[src/rtl/jtframe_sdram_pkg.sv]
// Shared encodings for the SDRAM round-robin arbiter: FSM states, the
// "no byte masked" constant and the slot-index width helper.
package jtframe_sdram_pkg;

   typedef enum logic [1:0] {
      IDLE = 2'd0,
      CMD  = 2'd1,
      DATA = 2'd2
   } arb_state_t;

   // Byte mask is active low, so reads present both bytes enabled
   localparam logic [1:0] MASK_NONE = 2'b11;

   function automatic int idx_w(input int n);
      return (n > 1) ? $clog2(n) : 1;
   endfunction

endpackage

[src/rtl/jtframe_rr_pick.sv]
// Combinational round-robin selector: first active request at or after ptr,
// wrapping around, returned both one-hot and as an index.
module jtframe_rr_pick #(
   parameter int N  = 4,
   parameter int IW = 2
)(
   input  logic [N-1:0]  req,
   input  logic [IW-1:0] ptr,
   output logic [N-1:0]  gnt,
   output logic [IW-1:0] idx,
   output logic          any
);

   always_comb begin
      int            k;
      logic [IW-1:0] ks;
      gnt = '0;
      idx = '0;
      any = 1'b0;
      k   = 0;
      ks  = '0;
      for (int i = 0; i < N; i++) begin
         k = int'(ptr) + i;
         if (k >= N) k = k - N;
         ks = IW'(k);
         if (!any && req[ks]) begin
            any     = 1'b1;
            gnt[ks] = 1'b1;
            idx     = ks;
         end
      end
   end

endmodule

[src/rtl/jtframe_sdram_rr_arb.sv]
// Round-robin arbiter sharing one SDRAM controller port among N requesters.
// Optional watchdog enabled by defining JTFRAME_SDRAM_ARB_TOUT_EN.
module jtframe_sdram_rr_arb
   import jtframe_sdram_pkg::*;
#(
   parameter int N      = 4,
   parameter int SDRAMW = 22,
   parameter int TOUT   = 255
)(
   input  logic                  clk,
   input  logic                  rst_n,
   input  logic [N-1:0]          req,
   input  logic [N-1:0]          req_rnw,
   input  logic [N*SDRAMW-1:0]   req_addr,
   input  logic [N*16-1:0]       req_din,
   input  logic [N*2-1:0]        req_wrmask,
   output logic [N-1:0]          gnt,
   output logic [N-1:0]          done,
   output logic                  busy,
   output logic                  sdram_rd,
   output logic                  sdram_wr,
   output logic [SDRAMW-1:0]     sdram_addr,
   output logic [15:0]           data_write,
   output logic [1:0]            sdram_wrmask,
   input  logic                  sdram_ack,
   input  logic                  data_rdy,
   output logic                  tout_err
);

   localparam int IW = idx_w(N);

   if (N < 2 || N > 8 || TOUT < 1 || TOUT > 255) begin : g_bad_param
      $error("jtframe_sdram_rr_arb: N must be 2..8 and TOUT 1..255");
   end

   arb_state_t    st;
   logic [IW-1:0] ptr;
   logic [IW-1:0] pick_idx;
   logic [N-1:0]  pick_gnt;
   logic          pick_any;
   logic          finish;
   logic          timeout;

   jtframe_rr_pick #(
      .N   ( N        ),
      .IW  ( IW       )
   ) u_pick (
      .req ( req      ),
      .ptr ( ptr      ),
      .gnt ( pick_gnt ),
      .idx ( pick_idx ),
      .any ( pick_any )
   );

   // A controller that accepts and completes in one cycle skips DATA entirely
   assign finish = (st == DATA && data_rdy) || (st == CMD && sdram_ack && data_rdy);

`ifdef JTFRAME_SDRAM_ARB_TOUT_EN
   logic [7:0] wd;
   logic       tout_r;

   always_ff @(posedge clk or negedge rst_n) begin
      if (!rst_n) begin
         wd     <= '0;
         tout_r <= 1'b0;
      end else if (st == IDLE) begin
         wd <= '0;
      end else begin
         wd <= wd + 8'd1;
         if (timeout && !finish) tout_r <= 1'b1;
      end
   end

   assign timeout  = (wd == 8'(TOUT - 1));
   assign tout_err = tout_r;
`else
   assign timeout  = 1'b0;
   assign tout_err = 1'b0;
`endif

   always_ff @(posedge clk or negedge rst_n) begin
      if (!rst_n) begin
         st           <= IDLE;
         gnt          <= '0;
         done         <= '0;
         busy         <= 1'b0;
         sdram_rd     <= 1'b0;
         sdram_wr     <= 1'b0;
         sdram_addr   <= '0;
         data_write   <= '0;
         sdram_wrmask <= MASK_NONE;
         ptr          <= '0;
      end else begin
         done <= '0;
         case (st)
            IDLE: begin
               if (pick_any) begin
                  st         <= CMD;
                  gnt        <= pick_gnt;
                  busy       <= 1'b1;
                  ptr        <= (pick_idx == IW'(N - 1)) ? '0 : pick_idx + 1'b1;
                  sdram_addr <= req_addr[pick_idx*SDRAMW +: SDRAMW];
                  data_write <= req_din[pick_idx*16 +: 16];
                  if (req_rnw[pick_idx]) begin
                     sdram_rd     <= 1'b1;
                     sdram_wrmask <= MASK_NONE;
                  end else begin
                     sdram_wr     <= 1'b1;
                     sdram_wrmask <= req_wrmask[pick_idx*2 +: 2];
                  end
               end
            end
            CMD, DATA: begin
               if (finish) begin
                  st       <= IDLE;
                  done     <= gnt;
                  gnt      <= '0;
                  busy     <= 1'b0;
                  sdram_rd <= 1'b0;
                  sdram_wr <= 1'b0;
               end else if (timeout) begin
                  // Abandon silently: the requester never sees done
                  st       <= IDLE;
                  gnt      <= '0;
                  busy     <= 1'b0;
                  sdram_rd <= 1'b0;
                  sdram_wr <= 1'b0;
               end else if (st == CMD && sdram_ack) begin
                  st       <= DATA;
                  sdram_rd <= 1'b0;
                  sdram_wr <= 1'b0;
               end
            end
            default: begin
               st   <= IDLE;
               gnt  <= '0;
               busy <= 1'b0;
            end
         endcase
      end
   end

endmodule

[config.mk]
export PLATFORM = sky130hd
export DESIGN_NAME = jtframe_sdram_rr_arb
export DESIGN_NICKNAME = d
export VERILOG_FILES = /design/src/rtl/jtframe_sdram_pkg.sv /design/src/rtl/jtframe_rr_pick.sv /design/src/rtl/jtframe_sdram_rr_arb.sv
export SDC_FILE = /design/constraint.sdc
export NUM_CORES = 1
export LEC_CHECK = 0
export ABC_AREA = 1
export CAP_MARGIN = 20
export CORE_MARGIN = 2
export CORE_UTILIZATION = 40
export DETAILED_ROUTE_END_ITERATION = 10
export HOLD_SLACK_MARGIN = 0.12
export PLACE_DENSITY = 0.78
export SYNTH_ARGS = -nofsm -noshare
export SYNTH_HDL_FRONTEND = slang
export SYNTH_SLANG_ARGS = --single-unit
[constraint.sdc]
create_clock -name clk -period 3.2 [get_ports clk]
set_input_delay 0.64 -clock clk [delete_from_list [all_inputs] [get_ports clk]]
set_output_delay 0.64 -clock clk [all_outputs]
set_load 0.005 [all_outputs]
==> results.md <==
* Outcome: completed
* Main synth FF type: dfrtp_1
* Vias per Instance at 4.999
* Die Wd at 106.2 um
* Synth Area per Inst at 6.493 um2
* Hold violation count in the final report at 0
* PortBufs at 222
* GRT Max-Usage Layer: met2
* Post-synthesis sequential area ratio at 33.02%
* Startpoint types: register
* Setup crit end kind: register
* Clock-pin slew on the worst setup and hold paths at 0.10 ns
* Achievable frequency at 340.1 MHz
* FF-to-FF setup slack at 0.26 ns
* Die Ht at 106.2 um
* Crit path top cell by count: nand2_1
* Clk_lat worst skew at 0.31 ns
* Fin worst setup slack at 0.2599 ns
* Worst Path Arrival at 3.14 ns
* CP required at 3.40 ns
* Die area at 0.01127 mm2
* GR Layer Usage met3 at 5.334%
* EDFF count, synth at 0
* Area Overhead vs Synth at 56.10%
* Remaining DRCs at 0
* Post-cts gate resize count at 0
* Hold WC Path Type: in -> async
* Core area at 0.01023 mm2
* Routed WL at 13.87 mm
* Total gr overflow at 0
* Pleak at 3.281 nW
* # IOs at 224
* Initial antenna violation count at 1
* Crit-path cells: inv_1 -> ha_1 -> inv_1 -> nand2_1 -> nand2_2 -> nor2_4 -> nand3_2 -> inv_2 -> nand2_1 -> nand2_2 -> buf_4 -> nand3_1 -> nand3_1 -> nand2_1 -> nand2_1 -> nand2_1
* Setup TNS at 0 ns
* Slew at the pin with the worst max-slew slack at 0.5262 ns
* Root Driver: clkbuf_8
* Cell family with most CP delay: simple AND/OR/NAND/NOR gates
* Detailed Route Iter0 Violations at 449
* Worst slack, placed at 0.1939 ns
* CTS Sinks at 55
* Async set or reset register ratio after synthesis at 100.0%
* Final Cell Area at 0.006518 mm2
* Initial Utilization at 40.81%
* Number of global-route vias before repair at 4658
* First-pass GRT wire length at 21.93 mm
* Final Cycle Share at 91.88%
* Total GRT Usage at 23.92%
* Power Dens Cells at 1150 mW/mm2
* Cells after Synth at 643
* CTS H-tree lvls at 2
* Period minus WS final at 2.940 ns
* Final Slew Violations at 0
* Met1 usage at 27.60%
* Placed inst area at 0.006430 mm2
* Setup CP Type: reg -> reg
* Non-Filler Instances at 982
* Synthesized Nets at 827
* Max Cap Viol at 0
* CP Buf/Inv Count at 4
* Drt first pass iters at 4
* Fin nets at 1028
* WL/cell at 14.12 um
* Worst hold slack at 0.2971 ns
* Post-Route Skew at 0.01135 ns
* Count of final setup violators at 0
* Max-slew headroom at 64.92%
* Global placer's final weighted congestion at 0.9309
* Layout cell share with drive strength beyond 1 at 3.550%
* Postcts setup bufs at 0
* # hold bufs at CTS at 0
* Placed insts at 973
* CTS tree: built
* Via count at 4909
* RSZ-0062 raised after global routing: false
* Synth cell types at 29
* Yosys reg bits at 55
* Mapped Area at 0.004175 mm2
* DP Wirelength at 10.84 mm
* Crit-path slowest cell: dfrtp_1
* Largest net degree at the start of global routing at 81
* Max FO, Critical Path at 27
* CTS Buffer Depth at 2
* Cts bufs inserted at 5
* Synth Warn # at 0
* Peak per-stage delay on the critical path at 0.53 ns
* Met2 GRT Util at 43.82%
* Max VDD drop at 1129 uV
* Routed Antenna Nets at 0
* Fill count at 955
* Num rows at 37
==> Yosys cell counts (5+ instances only) <==
library cell / instances / share of area [%]
nand2_1: 252 / 23
inv_1: 97 / 8.7
dfrtp_1: 53 / 32
a21oi_1: 43 / 5.2
o211ai_1: 38 / 6.8
nand3_1: 30 / 3.6
o21ai_0: 24 / 2.9
o21ai_1: 20 / 2.4
ha_1: 12 / 3.6
buf_2: 10 / 1.2
buf_4: 9 / 1.6
buf_6: 7 / 1.9
nor2_1: 7 / 0.63
clkbuf_1: 5 / 0.45
nand2_2: 5 / 0.75
==> worst paths after layout <==
path / start / end / cells after the start
max in group asynchronous: rst_n / sdram_wrmask[1] / 2
min: rst_n / data_write[13] / 1
min reg2reg: data_write[15] / data_write[15] / 2
max: ptr[1] / sdram_wr / 16
max reg2reg: ptr[1] / sdram_wr / 16
min in group clk: data_write[15] / data_write[15] / 2
==> state kept, by name, summed over array words and instances (netlist names) <==
signal,count
st,2
done,4
busy,1
sdram_rd,1
ptr,2
sdram_wrmask,2
gnt,4
sdram_wr,1
data_write,16
sdram_addr,22
==> cell families (layout without fill, tap and decap cells) <==
kind of cell | after synthesis | after routing | synth area share [%]
other | 1 | 2 | 0.08981
and+or+nand+nor | 303 | 303 | 29.58
AOI/OAI and AO/OA | 136 | 136 | 19.12
DFF | 55 | 55 | 33.02
buffers and inverters | 136 | 338 | 14.59
adders and majority gates | 12 | 12 | 3.596
==> placed cells by master (no fill, tap or decap), types with 2 or more instances in the layout <==
master	instances
o22ai_1	4
inv_1	97
inv_2	4
clkbuf_8	5
nor2_1	7
dfrtp_1	53
nand2_2	5
a22oi_1	4
o21ai_1	20
ha_1	12
clkdlybuf4s50_1	221
nand3_1	30
o211ai_1	38
nand2_1	252
buf_12	3
nand3_4	2
buf_4	4
nand4_1	4
o21ai_0	24
dfstp_2	2
a21oi_1	43
==> report_power, final <==
part | internal (mW) | switching [mW]
logic | 2.32 | 3.52
registers | 1.06 | 0.219
clock network | 0.154 | 0.225
==> cell type report <==
type	instances	area [um2]	share of cell area [%]
repair buffers	229	2307	35.40
diodes	1	2.502	0.03840
multi-input cells	452	2195	33.67
clock inverters	2	12.51	0.1920
flip-flops and latches	55	1379	21.16
inverters	101	379.1	5.817
clock buffers	6	72.57	1.113
well taps	136	170.2	2.611
==> metrics by stage <==
stage / utilization [%] / total power [mW]
finish: 63.70 / 7.495
global route: 63.68 / 8.396
CTS: 63.68 / 7.528
detailed placement: 62.85 / 7.126
global placement: 62.85 / 6.910
floorplan: - / 5.584
==> layer usage <==
metal / vias to the layer above / routed length [um]
li1: 2444 / -
met1: 2249 / 5462
met2: 191 / 7082
met3: 25 / 964
met4: 0 / 357
met5: - / 0
Power figures use the tool's default switching activity.
